[src/rtl/alu_issue_ctrl.sv]
// Issue/decode front-end for the 5-bit-control ALU: latches one MIPS instruction,
// drives registered ALU operands, captures the ALU outputs and returns a writeback packet.
module alu_issue_ctrl #(
   parameter int DW   = 32,
   parameter int CNTW = 32
) (
   input  logic            clk_i,
   input  logic            rst_i,
   input  logic            in_valid_i,
   output logic            in_ready_o,
   input  logic [31:0]     instr_i,
   output logic [4:0]      rs_addr_o,
   output logic [4:0]      rt_addr_o,
   input  logic [DW-1:0]   rs_data_i,
   input  logic [DW-1:0]   rt_data_i,
   output logic [DW-1:0]   alu_src1_o,
   output logic [DW-1:0]   alu_src2_o,
   output logic [4:0]      alu_ctrl_o,
   input  logic [DW-1:0]   alu_result_i,
   input  logic            alu_zero_i,
   input  logic            alu_err_i,
   output logic            out_valid_o,
   input  logic            out_ready_i,
   output logic [DW-1:0]   res_o,
   output logic            zero_o,
   output logic            ovf_o,
   output logic            wb_en_o,
   output logic [4:0]      wb_addr_o,
   output logic            w0_err_o,
   output logic            illegal_o,
   output logic [CNTW-1:0] retired_o
);

   typedef enum logic [1:0] {IDLE, DECODE, EXEC, DONE} state_t;
   typedef enum logic [1:0] {OPS_ZERO, OPS_SHAMT, OPS_RR, OPS_RI} opsel_t;

   typedef struct packed {
      logic [4:0] ctrl;
      opsel_t     opsel;
      logic       wr;
      logic [4:0] tgt;
      logic       illegal;
   } dec_t;

   state_t        state, state_nxt;
   logic [31:0]   instr_q;
   dec_t          dec;
   logic [5:0]    op, fn;
   logic [DW-1:0] src1_d, src2_d;
   logic          accept, wb_en_d, w0_err_d;

   assign op        = instr_q[31:26];
   assign fn        = instr_q[5:0];
   assign rs_addr_o = instr_q[25:21];
   assign rt_addr_o = instr_q[20:16];

   always_comb begin
      dec       = '0;
      dec.opsel = OPS_ZERO;
      case (op)
         6'h00: begin
            dec.opsel = OPS_RR;
            dec.wr    = 1'b1;
            dec.tgt   = instr_q[15:11];
            case (fn)
               6'h20: dec.ctrl = 5'd1;
               6'h21: dec.ctrl = 5'd2;
               6'h22: dec.ctrl = 5'd3;
               6'h24: dec.ctrl = 5'd4;
               6'h25: dec.ctrl = 5'd5;
               6'h26: dec.ctrl = 5'd6;
               6'h27: dec.ctrl = 5'd7;
               6'h28: dec.ctrl = 5'd8;
               6'h2A: dec.ctrl = 5'd9;
               6'h00: begin dec.ctrl = 5'd10; dec.opsel = OPS_SHAMT; end
               6'h02: begin dec.ctrl = 5'd11; dec.opsel = OPS_SHAMT; end
               6'h03: begin dec.ctrl = 5'd18; dec.opsel = OPS_SHAMT; end
               6'h08: begin dec.ctrl = 5'd12; dec.wr = 1'b0; dec.tgt = '0; end
               default: begin
                  dec         = '0;
                  dec.opsel   = OPS_ZERO;
                  dec.illegal = 1'b1;
               end
            endcase
         end
         6'h08, 6'h23, 6'h21, 6'h25, 6'h20, 6'h24: begin
            dec.ctrl = 5'd1; dec.opsel = OPS_RI; dec.wr = 1'b1; dec.tgt = instr_q[20:16];
         end
         6'h09: begin dec.ctrl = 5'd2;  dec.opsel = OPS_RI; dec.wr = 1'b1; dec.tgt = instr_q[20:16]; end
         6'h0F: begin dec.ctrl = 5'd17; dec.opsel = OPS_RI; dec.wr = 1'b1; dec.tgt = instr_q[20:16]; end
         6'h0C: begin dec.ctrl = 5'd20; dec.opsel = OPS_RI; dec.wr = 1'b1; dec.tgt = instr_q[20:16]; end
         6'h0D: begin dec.ctrl = 5'd19; dec.opsel = OPS_RI; dec.wr = 1'b1; dec.tgt = instr_q[20:16]; end
         6'h0E: begin dec.ctrl = 5'd21; dec.opsel = OPS_RI; dec.wr = 1'b1; dec.tgt = instr_q[20:16]; end
         6'h0A: begin dec.ctrl = 5'd9;  dec.opsel = OPS_RI; dec.wr = 1'b1; dec.tgt = instr_q[20:16]; end
         6'h2B, 6'h29, 6'h28: begin dec.ctrl = 5'd1; dec.opsel = OPS_RI; end
         6'h04: begin dec.ctrl = 5'd13; dec.opsel = OPS_RR; end
         6'h05: begin dec.ctrl = 5'd14; dec.opsel = OPS_RR; end
         6'h07: begin dec.ctrl = 5'd15; dec.opsel = OPS_RR; end
         6'h02: dec.ctrl = 5'd16;
         6'h03: begin dec.ctrl = 5'd16; dec.wr = 1'b1; dec.tgt = 5'd31; end
         6'h3F: dec.ctrl = 5'd0;
         default: dec.illegal = 1'b1;
      endcase
   end

   // Illegal instructions fall into OPS_ZERO so the ALU sees quiet operands.
   always_comb begin
      src1_d = '0;
      src2_d = '0;
      case (dec.opsel)
         OPS_SHAMT: begin src1_d = {{(DW-5){1'b0}}, instr_q[10:6]}; src2_d = rt_data_i; end
         OPS_RR:    begin src1_d = rs_data_i; src2_d = rt_data_i; end
         OPS_RI:    begin src1_d = rs_data_i; src2_d = {{(DW-16){instr_q[15]}}, instr_q[15:0]}; end
         default:   begin src1_d = '0; src2_d = '0; end
      endcase
   end

   assign wb_en_d  = dec.wr & (dec.tgt != 5'd0);
   assign w0_err_d = dec.wr & (dec.tgt == 5'd0) & (instr_q != 32'h0);

   assign out_valid_o = (state == DONE);
   assign in_ready_o  = (state == IDLE) | ((state == DONE) & out_ready_i);
   assign accept      = in_valid_i & in_ready_o;

   always_comb begin
      state_nxt = state;
      case (state)
         IDLE:    if (in_valid_i) state_nxt = DECODE;
         DECODE:  state_nxt = EXEC;
         EXEC:    state_nxt = DONE;
         DONE:    if (out_ready_i) state_nxt = in_valid_i ? DECODE : IDLE;
         default: state_nxt = IDLE;
      endcase
   end

   always_ff @(posedge clk_i) begin
      if (rst_i) begin
         state      <= IDLE;
         instr_q    <= '0;
         alu_src1_o <= '0;
         alu_src2_o <= '0;
         alu_ctrl_o <= '0;
         res_o      <= '0;
         zero_o     <= 1'b0;
         ovf_o      <= 1'b0;
         wb_en_o    <= 1'b0;
         wb_addr_o  <= '0;
         w0_err_o   <= 1'b0;
         illegal_o  <= 1'b0;
         retired_o  <= '0;
      end else begin
         state <= state_nxt;
         if (accept) instr_q <= instr_i;
         if (state == DECODE) begin
            alu_src1_o <= src1_d;
            alu_src2_o <= src2_d;
            alu_ctrl_o <= dec.ctrl;
         end
         // instr_q is still the in-flight instruction here, so the packet fields come straight from decode.
         if (state == EXEC) begin
            res_o     <= alu_result_i;
            zero_o    <= alu_zero_i;
            ovf_o     <= alu_err_i;
            wb_en_o   <= wb_en_d;
            wb_addr_o <= dec.tgt;
            w0_err_o  <= w0_err_d;
            illegal_o <= dec.illegal;
         end
         if ((state == DONE) && out_ready_i) retired_o <= retired_o + CNTW'(1);
      end
   end

endmodule

[config.mk]
export PLATFORM = sky130hd
export DESIGN_NAME = alu_issue_ctrl
export DESIGN_NICKNAME = d
export VERILOG_FILES = /design/src/rtl/alu_issue_ctrl.sv
export SDC_FILE = /design/constraint.sdc
export NUM_CORES = 1
export LEC_CHECK = 0
export BUFFER_PORTS_ARGS = -buffer_cell sky130_fd_sc_hd__buf_4
export CAP_MARGIN = 5
export CORE_ASPECT_RATIO = 0.8
export CORE_MARGIN = 4
export CORE_UTILIZATION = 52
export CTS_BUF_LIST = sky130_fd_sc_hd__clkbuf_4 sky130_fd_sc_hd__clkbuf_8
export DETAILED_ROUTE_END_ITERATION = 12
export GPL_ROUTABILITY_DRIVEN = 0
export PLACE_DENSITY = 0.85
export SYNTH_ARGS = -nofsm -noshare
export SYNTH_HDL_FRONTEND = slang
export SYNTH_SLANG_ARGS = --single-unit
[constraint.sdc]
create_clock -name clk_i -period 3.6 [get_ports clk_i]
set_input_delay 0.36 -clock clk_i [delete_from_list [all_inputs] [get_ports clk_i]]
set_output_delay 0.36 -clock clk_i [all_outputs]
set_load 0.02 [all_outputs]
Word-level counts from Yosys, hierarchy flattened
Index checks and enable logic that the tools add are counted. W data, S select, Z words.

Flip-flop bits (word level): 177. Latch bits: 0. RAM bits: 0. ROM bits: 0. Input port bits: 134. Output and inout port bits: 155. Logic and storage cells: 95. Memories kept: 0.

$add $sub $neg: 1. $mul: 0. Divide/modulo/power cells: 0. Order comparisons: 0. Equal/unequal tests: 41. Shift-type cells: 0. Muxes and demuxes: 14. Bitwise gates (word level): 6. Reductions and logical operators: 20.

Operator list (count): $pmux W32 S2 (2); $eq A6 B6 Y1 const B (18); $pmux W5 S13 (1); $pmux W5 S12 (1); $eq A6 B4 Y1 const B (8); $add A32 B1 Y32 const B (1); $reduce_bool A32 Y1 (1); $eq A6 B2 Y1 const B (4); $reduce_or A12 Y1 (2); $reduce_or A21 Y1 (1); $eq A6 B3 Y1 const B (3); $pmux W6 S3 (1); $reduce_or A15 Y1 (1); $reduce_or A13 Y1 (1); $logic_not A6 Y1 (2); $reduce_or A10 Y1 (1); $reduce_or A9 Y1 (1); $eq A2 B2 Y1 const B (4); $pmux W2 S4 (1); $mux W6 (1); $pmux W2 S3 (1); $reduce_or A2 Y1 (3); $reduce_or A3 Y1 (2); $and A1 B1 Y1 (5); other kinds (13) (16).

Longest topological paths before layout
Gate-level depths: netlist (run 1).

Word-level depth: 7. Mapped depth: 14. Mapped depth without buffers: 10.

Least setup slack after synthesis (run 1)
Ideal clock, no wire load.

Kind: register -> register. From: reg instr_q[27]. To: reg alu_src1_o[2]. Setup time: 71 ps. Arrival time: 2476 ps. Required time: 3529 ps. Path slack: 1053 ps. Cell stages (with the launch flop): 13. Buffers on the path: 3. Clock period less this slack: 2547 ps. Path through: dfxtp_1 -> buf_4 -> nor4_4 -> and3b_4 -> nor4b_4 -> o21ai_0 -> o21ai_0 -> ha_1 -> clkbuf_1 -> o21a_1 -> buf_1 -> a32oi_1 -> a21oi_1.

Cells in the longest elaborated chain, start to end: 6. Elaborated cells between the ends (all ways): 27. Classes of those cells: eq/ne: 21; mux: 2; reduce/logical: 4.

RTL lines: from (decl) (RTL line 46) `logic [31:0] instr_q;`; from (signal assigned) (RTL line 153) `if (accept) instr_q <= instr_i;`; $eq A6 B6 Y1 (tied with other cells) (RTL line 60) `case (op)`; $reduce_or A15 Y1 (no source line) or $reduce_or A3 Y1 (tied branches); $pmux W2 S3 (*) (RTL line 60); $eq A2 B2 Y1 (RTL line 110) `case (dec.opsel)`; $reduce_or A2 Y1 (no source line); $pmux W32 S2 (*) (RTL line 110); to (signal assigned) (RTL line 155) `alu_src1_o <= src1_d;`; to (decl) (RTL line 16) `output logic [DW-1:0] alu_src1_o,`.

Mark *: on every way between the ends. The rest lies on a longest branch, timed or not. A chain may end at the register's enable or synchronous reset.

Worst setup path after layout (run 1)
From: reg instr_q[27]. To: reg alu_src2_o[20].

Cells in the longest elaborated chain, start to end: 6. Elaborated cells between the ends (all ways): 27. Classes of those cells: eq/ne: 21; mux: 2; reduce/logical: 4.

RTL lines: $eq A6 B6 Y1 (tied with other cells) (RTL line 60); $reduce_or A15 Y1 (no source line) or $reduce_or A3 Y1 (tied branches); $pmux W2 S3 (*) (RTL line 60); $eq A2 B2 Y1 or $eq A2 B1 Y1 (tied branches) (RTL line 110); $reduce_or A2 Y1 (no source line); $pmux W32 S2 (*) (RTL line 110); to (signal assigned) (RTL line 156) `alu_src2_o <= src2_d;`; to (decl) (RTL line 17) `output logic [DW-1:0] alu_src2_o,`.

Marked as above.

==> impl_metrics.tcl, run 1 <==
set metrics [dict create \
    period_share 0.818 \
    antenna_left 0 \
    insertion_delay_ns 0.46 \
    peakVddDrop_mv 0.396 \
    ys_seq_area_frac 0.439 \
    swShare 0.408 \
    ys_seq_elements 177 \
    dp_hpwl_mm 17.1 \
    grt_pass1_vias 7275 \
    tns_ns 0 \
    viasPerCell 5.31 \
    cts.clk_slew.worst_paths_ns 0.10 \
    worstSetupEndpointType "flop" \
    rsz0062_at_grt "no" \
    synth_edf_count 0 \
    dr.pass1.iters 5 \
    fillCellCount 1248 \
    hold_violations 0 \
    syn_avg_cell_area_sq_um 8.16 \
    postCtsSetupBuffers 0 \
    post_cts_resized 0 \
    dr_total_vias 7701 \
    htreeDepth 4 \
    dieWidth_microns 147 \
    start_kind "flop" \
    powerDensity_nw_per_um2 654 \
    port_buffers 288 \
    seq_power_share 0.372 \
    fmax_ghz 0.339 \
    start_util 0.534 \
    yosysWarnings 0 \
    leakagePower_nw 4.60 \
    die_h_microns 119 \
    drv_cap 0 \
    wl_per_cell_microns 16.5 \
    cts_buffer_depth 2 \
    clock_skew_ns 0.0138 \
    cp.arrival_ns 3.29 \
    cts_sinks 177 \
    setup_viol 0 \
    grt_max_degree 118 \
    drc 0 \
    netSwitchingPower_mw 2.83 \
    worst_ep_required_time_ns 3.94 \
    gr-usage-all-layers 0.262 \
    synth_nets 1133 \
    drive_gt1_frac 0.286 \
    synthCells 990 \
    multi_input_area_sq_um 3980 \
    tritoncts "yes" \
    synthArstFlopShare 0 \
    ctsRootBufferMaster "clkbuf_8" \
    gr-total-overflow 0 \
    area_growth_pct 31.3 \
    insertedDiodeCount 0 \
    core_sq_um 15100 \
    tightestPinTransition_ns 1.13 \
    grt_first_pass_wirelength_mm 37.4 \
    synthesis.area_sq_um 8080 \
    synth_ff_type "dfxtp_1" \
    antenna_found_initial 0 \
    p_clk_frac 0.199 \
    synth_cell_type_count 67 \
    internal_power_mw 4.11 \
    crit_fanout 18 \
    max_slew_margin 0.247 \
    nets 1369 \
    hold_path_class "in -> reg" \
    rows 40 \
    maxSlewViolCount 0 \
    hold_ws_ns 0.122 \
    drt-total-wl_mm 23.9 \
    drt_iter0_markers 627 \
    final-seq-area_sq_um 3540 \
    p_comb_frac 0.428 \
    fin_crit_ns 2.95 \
    dieArea_sq_um 17600 \
    crit_type "reg -> reg" \
    hold_buffers 0 \
    ios 289 \
    status "finished, final reports clean" \
    numCtsBuffers 17 \
]
stage by stage:
| step | instance area [sq um] | instances | utilization | total power [mW] | setup WS (ns) |
|---|---|---|---|---|---|
| floorplan | 8080 | 990 | - | 4.58 | 1.05 |
| global placement | 10200 | 1417 | 0.675 | 5.52 | 0.846 |
| detailed placement | 10200 | 1417 | 0.675 | 5.58 | 0.680 |
| CTS | 10600 | 1449 | 0.702 | 6.96 | 0.671 |
| global route | 10600 | 1449 | 0.702 | 7.38 | 0.296 |
| finish | 10600 | 1449 | 0.702 | 6.94 | 0.654 |
synth_stat cells, types with 3 or more instances:
master	number	share of area
nor3_1	11	0.0068
o22ai_1	4	0.0031
a22oi_1	5	0.0046
xnor2_1	18	0.020
nand3_1	6	0.0037
o21ai_0	51	0.032
o21a_1	3	0.0028
nor4_1	6	0.0046
clkbuf_1	40	0.019
and2_1	5	0.0039
a31oi_1	3	0.0023
nor2b_1	69	0.053
buf_4	12	0.011
ha_1	9	0.014
or3_1	4	0.0031
inv_1	49	0.023
mux2i_1	36	0.045
nand2_1	100	0.046
nand4_1	7	0.0054
buf_2	19	0.012
a32oi_1	7	0.0076
a211oi_1	9	0.0084
a21oi_1	112	0.069
dfxtp_1	177	0.44
and4_1	5	0.0054
nand2b_1	13	0.010
nor4_2	4	0.0062
xor2_1	10	0.011
buf_1	8	0.0037
nor2_1	140	0.065
registers in the layout, indices dropped and copies added (netlist names):
signal,count
wb_en_o,1
zero_o,1
w0_err_o,1
res_o,32
ovf_o,1
alu_ctrl_o,5
alu_src1_o,32
state,2
illegal_o,1
instr_q,32
retired_o,32
wb_addr_o,5
alu_src2_o,32
cells by family after synthesis:
group / count (synthesis) / share of synthesized area
AOI/OAI and AO/OA: 222 / 0.164
xor gates and xnor gates: 28 / 0.0304
adders and majority gates: 9 / 0.0139
buffers and inverters: 129 / 0.0694
DFF: 177 / 0.439
muxes: 36 / 0.0446
and+or+nand+nor: 389 / 0.239
worst max-delay path: stages (launching register included):
cell	delay [ns]
dfxtp_1	0.77
a21boi_0	0.19
o31ai_1	0.23
a21oi_1	0.07
a21oi_1	0.29
inv_1	0.11
ha_1	0.19
buf_4	0.19
nand2_1	0.37
o21ai_0	0.18
a21oi_1	0.19
nor2_1	0.05
worst paths after layout:
check / from / to / slack, ns / depth (start not counted)
max: instr_q[27] / alu_src2_o[20] / 0.65 / 11
min: rs_data_i[11] / alu_src1_o[11] / 0.12 / 3
max reg2reg: instr_q[27] / alu_src2_o[20] / 0.65 / 11
min reg2reg: instr_q[23] / instr_q[23] / 0.48 / 2
metal layers:
layer / share of wire / up-vias / track usage
met5: 0 / - / 0
met4: 0.014 / 0 / 0.0675
met3: 0.089 / 24 / 0.0875
met2: 0.49 / 305 / 0.439
met1: 0.41 / 3601 / 0.325
li1: - / 3771 / -
layout make-up:
class | instances | area share
clock buffers | 18 | 0.0234
multi-input cells | 684 | 0.375
inverters | 49 | 0.0173
clock inverters | 14 | 0.0146
flip-flops and latches | 177 | 0.334
repair buffers | 297 | 0.211
well taps | 210 | 0.0248
cell usage in the layout, fill, tap and decap left out, types with 3 or more instances in the layout:
cell type   synthesis  routed
nor2_1            140     140
a21oi_1           112     112
and4_1              5       5
a22oi_1             5       5
dfxtp_1           177     177
xor2_1             10      10
o21ai_0            51      51
nor2b_1            69      68
ha_1                9       7
nand3_1             6       6
nand2b_1           13      13
or3_1               4       4
a31oi_1             3       3
a32oi_1             7       7
mux2i_1            36      36
clkbuf_8            0      18
clkinvlp_4          0       4
nand4_1             7       7
and2_1              5       5
xnor2_1            18      18
nand2_1           100     100
o21a_1              3       3
inv_1              49      49
buf_4              12     296
a211oi_1            9       9
clkinv_4            0       3
o22ai_1             4       4
nor3_1             11      11
nor4_1              6       6
nor4_2              4       4
power by group through the flow:
stage | sequential [mW] | clock [mW] | combinational [mW]
after floorplan | 2.80 | 0 | 1.78
after global placement | 2.61 | 0 | 2.91
after detailed placement | 2.61 | 0 | 2.96
after CTS | 2.58 | 1.41 | 2.98
after global routing | 2.63 | 1.50 | 3.25
final | 2.58 | 1.38 | 2.97
Power figures use the tool's default switching activity.
==> run 2: changes to the inputs <==
ABC_AREA = 1   (was unset)
CORE_UTILIZATION = 51   (was 52)
PLACE_DENSITY = 0.84   (was 0.85)
clock period = 3.1 ns   (was 3.6 ns; I/O delays follow)
==> run 2 against run 1 <==
Register-to-register slack got worse by 0.16 ns. Sequential share of layout area rose by 0.54 points. Utilization fell by 0.67 points. Non-clock buffer count up 1. Clock power up 18%. Cell area shrank 1.6%. Flip-flop and latch count unchanged. Power grew 18%. Via count is 5.4% higher. Critical path type unchanged. Highest routed layer unchanged.
==> impl_metrics.tcl, run 2 <==
set metrics [dict create \
    antenna_left 0 \
    status "finished, final reports clean" \
    syn_avg_cell_area_sq_um 7.13 \
    clock_skew_ns 0.0147 \
    tightestPinTransition_ns 1.09 \
    rows 40 \
    cp.arrival_ns 2.91 \
    start_util 0.522 \
    ctsRootBufferMaster "clkbuf_8" \
    worst_ep_required_time_ns 3.40 \
    synth_top_area_frac 0.452 \
    drt_iter0_markers 597 \
    port_buffers 288 \
    ios 289 \
    drc 0 \
    drt-total-wl_mm 23.6 \
    synth_area_leader_cell "dfxtp_1" \
    ys_top_cells_by_count "nand2_1 (211), dfxtp_1 (177), nor2_1 (153), inv_1 (122), a21oi_1 (120)" \
    hold_violations 0 \
    powerDensity_nw_per_um2 784 \
    drive_gt1_frac 0.263 \
    fin_crit_ns 2.61 \
    dieWidth_microns 147 \
    ys_top_cells_by_area "dfxtp_1 (45%), nand2_1 (10%), a21oi_1 (7.7%)" \
    cts.clk_slew.worst_paths_ns 0.09 \
    nets 1496 \
    fmax_ghz 0.384 \
    leakagePower_nw 4.81 \
    max_slew_margin 0.275 \
    grt_pass1_vias 7589 \
    final_cell_mix "buf_4 (298), nand2_1 (210), dfxtp_1 (177)" \
    holdPathStages 3 \
    synth.most_common_cell "nand2_1" \
    worstSetupEndpointType "flop" \
    gr-total-overflow 0 \
    tns_ns 0 \
    peakVddDrop_mv 0.606 \
    area_growth_pct 33.3 \
    insertedDiodeCount 0 \
    synth_edf_count 0 \
    htreeDepth 4 \
    tritoncts "yes" \
    fillCellCount 1266 \
    dp_cells 1523 \
    crit_type "reg -> reg" \
    hold_buffers 0 \
    rr_worst_depth 12 \
    cts_buffer_depth 2 \
    numCtsBuffers 17 \
    synthesis.area_sq_um 7830 \
    wl_per_cell_microns 15.2 \
    crit_fanout 17 \
    gr-usage-all-layers 0.260 \
    drv_cap 0 \
    maxSlewViolCount 0 \
    grt_max_degree 102 \
    dieArea_sq_um 17400 \
    dr_total_vias 8114 \
    hold_path_class "in -> reg" \
    postCtsSetupBuffers 0 \
    synth_cell_type_count 38 \
    cts_sinks 177 \
    viasPerCell 5.22 \
    final_cells 1554 \
    start_kind "flop" \
    grt_first_pass_wirelength_mm 37.5 \
    synthCells 1099 \
    post_cts_resized 0 \
    ys_seq_elements 177 \
    setup_viol 0 \
    multi_input_area_sq_um 3540 \
    insertion_delay_ns 0.46 \
    rsz0062_at_grt "no" \
    core_sq_um 15000 \
    ys_seq_area_frac 0.452 \
    antenna_found_initial 0 \
    dr.pass1.iters 4 \
    synthArstFlopShare 0 \
    synth_nets 1242 \
    yosysWarnings 0 \
    layout_commonest_cell "buf_4" \
    period_share 0.841 \
    dp_hpwl_mm 17.3 \
    die_h_microns 119 \
    synth_ff_type "dfxtp_1" \
    final-seq-area_sq_um 3540 \
]
## run 2: changes by cell type in the layout (fill, tap and decap cells not counted), sizes merged, moves of 9 or more
cell / change
nor2: +19
a211oi: -10
xnor2: -15
inv: +80
mux2i: -36
o21ai: +59
nand2: +116
nor2b: -69
nand3: +20
nand2b: -13
o22ai: +13
nand4: +9
## run 2: through the flow
step	power (mW)	hold slack (ns)	instance area, sq um	setup slack [ns]	utilization
6_report	8.19	0.0685	10400	0.493	0.695
5_1_grt	8.70	0.0455	10400	0.123	0.695
2_1_floorplan	5.33	0.444	7830	0.919	-
3_3_place_gp	6.52	0.452	10000	0.658	0.668
3_5_place_dp	6.58	0.456	10000	0.509	0.668
4_1_cts	8.21	0.0485	10400	0.503	0.695
## run 2: path summary, 6_finish.rpt
path                       from  slack, ns              to
hold reg to reg   alu_ctrl_o[4]       0.47   alu_ctrl_o[4]
setup reg to reg    instr_q[26]       0.49  alu_src2_o[25]
hold / removal        alu_err_i       0.07           ovf_o
setup / recovery    instr_q[26]       0.49  alu_src2_o[25]
## run 2: cell families after synthesis
family / share of synthesized area
adders and majority gates: 0.0144
AOI/OAI and AO/OA: 0.173
xor gates and xnor gates: 0.0190
DFF: 0.452
buffers and inverters: 0.0965
and+or+nand+nor: 0.245
## run 2: layer usage
metal  routed length, microns  share of wire  global-route usage
met3                     2440           0.10              0.0863
met2                    11200           0.47               0.435
met4                      370          0.016              0.0670
met1                     9580           0.41               0.325
met5                        0              0                   0
## run 2: critical path, cell delays in order (launching register included)
cell and delay (ns):
dfxtp_1 0.45, nor2_1 0.08, inv_1 0.13, nor3_1 0.07, nor3_1 0.21, nand4_1 0.16, a21oi_1 0.29, inv_1 0.12
ha_1 0.24, nand2_1 0.37, o21ai_0 0.19, nand2_1 0.09, a21oi_1 0.06
## run 2: power by group
part	leakage (nW)	switching, mW	internal, mW
combinational	3.16	2.27	1.27
clock	0.206	0.844	0.784
sequential	1.44	0.290	2.73
## run 2: layout make-up
class / count / share of cell area
inverter: 128 / 0.0460
clock buffer: 20 / 0.0264
clock inverter: 11 / 0.0121
multi-input combinational: 731 / 0.339
sequential: 177 / 0.340
timing repair buffer: 298 / 0.214
tap: 189 / 0.0227
==> run 3: changes to the inputs <==
CORE_UTILIZATION = 46   (was 51)
PLACE_DENSITY = 0.8   (was 0.84)
clock period = 2.2 ns   (was 3.1 ns; I/O delays follow)
==> run 3 against run 2 <==
Via count rose by 10%. Cell count grew 9.3%. Highest routed layer unchanged. Clock skew down 0.0018 ns. Global-route usage grew 1.2 points. Wire length increased by 20%. Utilization is 2.3 points higher. Worst setup slack worse by 0.45 ns. Combinational power up 84%. Register-to-register slack got worse by 0.45 ns. Count of clock-buffer cells in the layout rose by 1.
==> impl_metrics.tcl, run 3 (synthesis gave the netlist of run 2 again) <==
set metrics [dict create \
    worstSetupEndpointType "flop" \
    clock_skew_ns 0.0129 \
    setup_viol 0 \
    hold_path_class "in -> reg" \
    hold_violations 0 \
    internal_power_mw 7.61 \
    die_h_microns 125 \
    dieWidth_microns 154 \
    ctsRootBufferMaster "clkbuf_8" \
    critPathTopFamily "simple AND/OR/NAND/NOR gates" \
    nets 1609 \
    dp_hpwl_mm 18.5 \
    layout_commonest_cell "buf_4" \
    crit_type "reg -> reg" \
    p_clk_frac 0.169 \
    drt_iter0_markers 545 \
    maxSlewViolCount 0 \
    final_cells 1699 \
    seq_power_share 0.332 \
    p_comb_frac 0.499 \
    cts_sinks 177 \
    port_buffers 288 \
    path_buf_inv 5 \
    drc 0 \
    powerDensity_nw_per_um2 1090 \
    insertion_delay_ns 0.47 \
    peakVddDrop_mv 0.663 \
    drv_cap 0 \
    tns_ns 0 \
    crit_fanout 8 \
    dieArea_sq_um 19200 \
    insertedDiodeCount 0 \
    rsz0062_at_grt "yes" \
    grtUsageMet3 0.0823 \
    drive_gt1_frac 0.327 \
    dp_cells 1589 \
    crit_slowest_cell "dfxtp_2" \
    total_power_mw 13.0 \
    setup_slack_ns 0.0460 \
    viasPerCell 5.26 \
    grt_busiest_layer "met2" \
    tritoncts "yes" \
    ios 289 \
    final_core_util 0.718 \
    crit_top_cell "inv_2" \
    cpPeakStageDelay_ns 0.35 \
    tightestPinTransition_ns 0.623 \
    worst_ep_required_time_ns 2.60 \
    cts_buffer_depth 2 \
    drt-total-wl_mm 28.3 \
    dpl_cell_area_sq_um 10400 \
    start_kind "flop" \
    dr_total_vias 8938 \
    grt_first_pass_wirelength_mm 43.0 \
    period_share 0.979 \
    max_slew_margin 0.585 \
    crit_chain "inv_2 > nor2_4 > inv_2 > nor3_4 > nor2_1 > inv_1 > o21ai_2 > nand2_2 > inv_2 > ha_2 > nor2_4 > o21a_4 > clkbuf_16 > nand2_2 > a21oi_2" \
    grt_pass1_vias 8643 \
    fmax_ghz 0.464 \
    grt_util_met2 0.442 \
    antenna_found_initial 0 \
    htreeDepth 4 \
    swShare 0.416 \
    pre_cts_slack_ns -0.103 \
    antenna_left 0 \
    rows 42 \
    final_cell_area_sq_um 11900 \
    cp.arrival_ns 2.55 \
    fin_crit_ns 2.15 \
    gr-total-overflow 0 \
    cts.clk_slew.worst_paths_ns 0.10 \
    final_cell_mix "buf_4 (328), nand2_1 (194), dfxtp_1 (166)" \
    area_growth_pct 52.2 \
    wl_per_cell_microns 16.7 \
    dr.pass1.iters 5 \
    gr-usage-all-layers 0.273 \
    status "finished, final reports clean" \
    core_sq_um 16600 \
    grt_use_met1 0.332 \
    grt_max_degree 70 \
    hold_ws_ns 0.0198 \
    leakagePower_nw 5.39 \
    netSwitchingPower_mw 5.41 \
    numCtsBuffers 17 \
    start_util 0.472 \
]
[run 3: path summary, 6_finish.rpt]
path	slack, ns	to	start	cells past startpoint
worst min register to register	0.47	alu_ctrl_o[0]	alu_ctrl_o[0]	2
worst max register to register	0.05	alu_src1_o[23]	instr_q[3]	15
worst min-delay path	0.02	alu_src1_o[30]	rs_data_i[30]	3
worst max-delay path	0.05	alu_src1_o[23]	instr_q[3]	15
[run 3: power by group through the flow]
stage               combinational, mW  sequential (mW)  clock (mW)
global route                     7.04             4.39        2.34
global placement                 5.47             4.31           0
finish                           6.50             4.32        2.19
floorplan                        2.69             4.82           0
CTS                              5.72             4.26        2.23
detailed placement               5.57             4.32           0
[run 3: timing repair]
item | in CTS | in global routing
hold endpoints to repair | 70 | 0
pin swaps | 4 | 17
endpoints found under the setup margin | 64 | 68
hold buffers | 67 | 0
resized for setup | 14 | 89
setup buffers | 0 | 7
gates cloned | 0 | 4
[run 3: worst min-delay path, delay by kind of cell]
family,cells,cell delay [ns]
AOI/OAI and AO/OA,1,0.05
buffers and inverters,1,0.11
and+or+nand+nor,1,0.05
[run 3: layer usage]
metal	part of all wire	wire (microns)
met3	0.093	2640
met2	0.48	13500
met5	0	0
met4	0.042	1180
met1	0.39	11000
[run 3: layout make-up]
type | instances | area, sq um
Fill cell | 1263 | 4680
Multi-Input combinational cell | 731 | 3790
Sequential cell | 177 | 3560
Timing Repair Buffer | 411 | 3430
Inverter | 128 | 485
Tap cell | 220 | 275
Clock buffer | 21 | 270
Clock inverter | 11 | 106
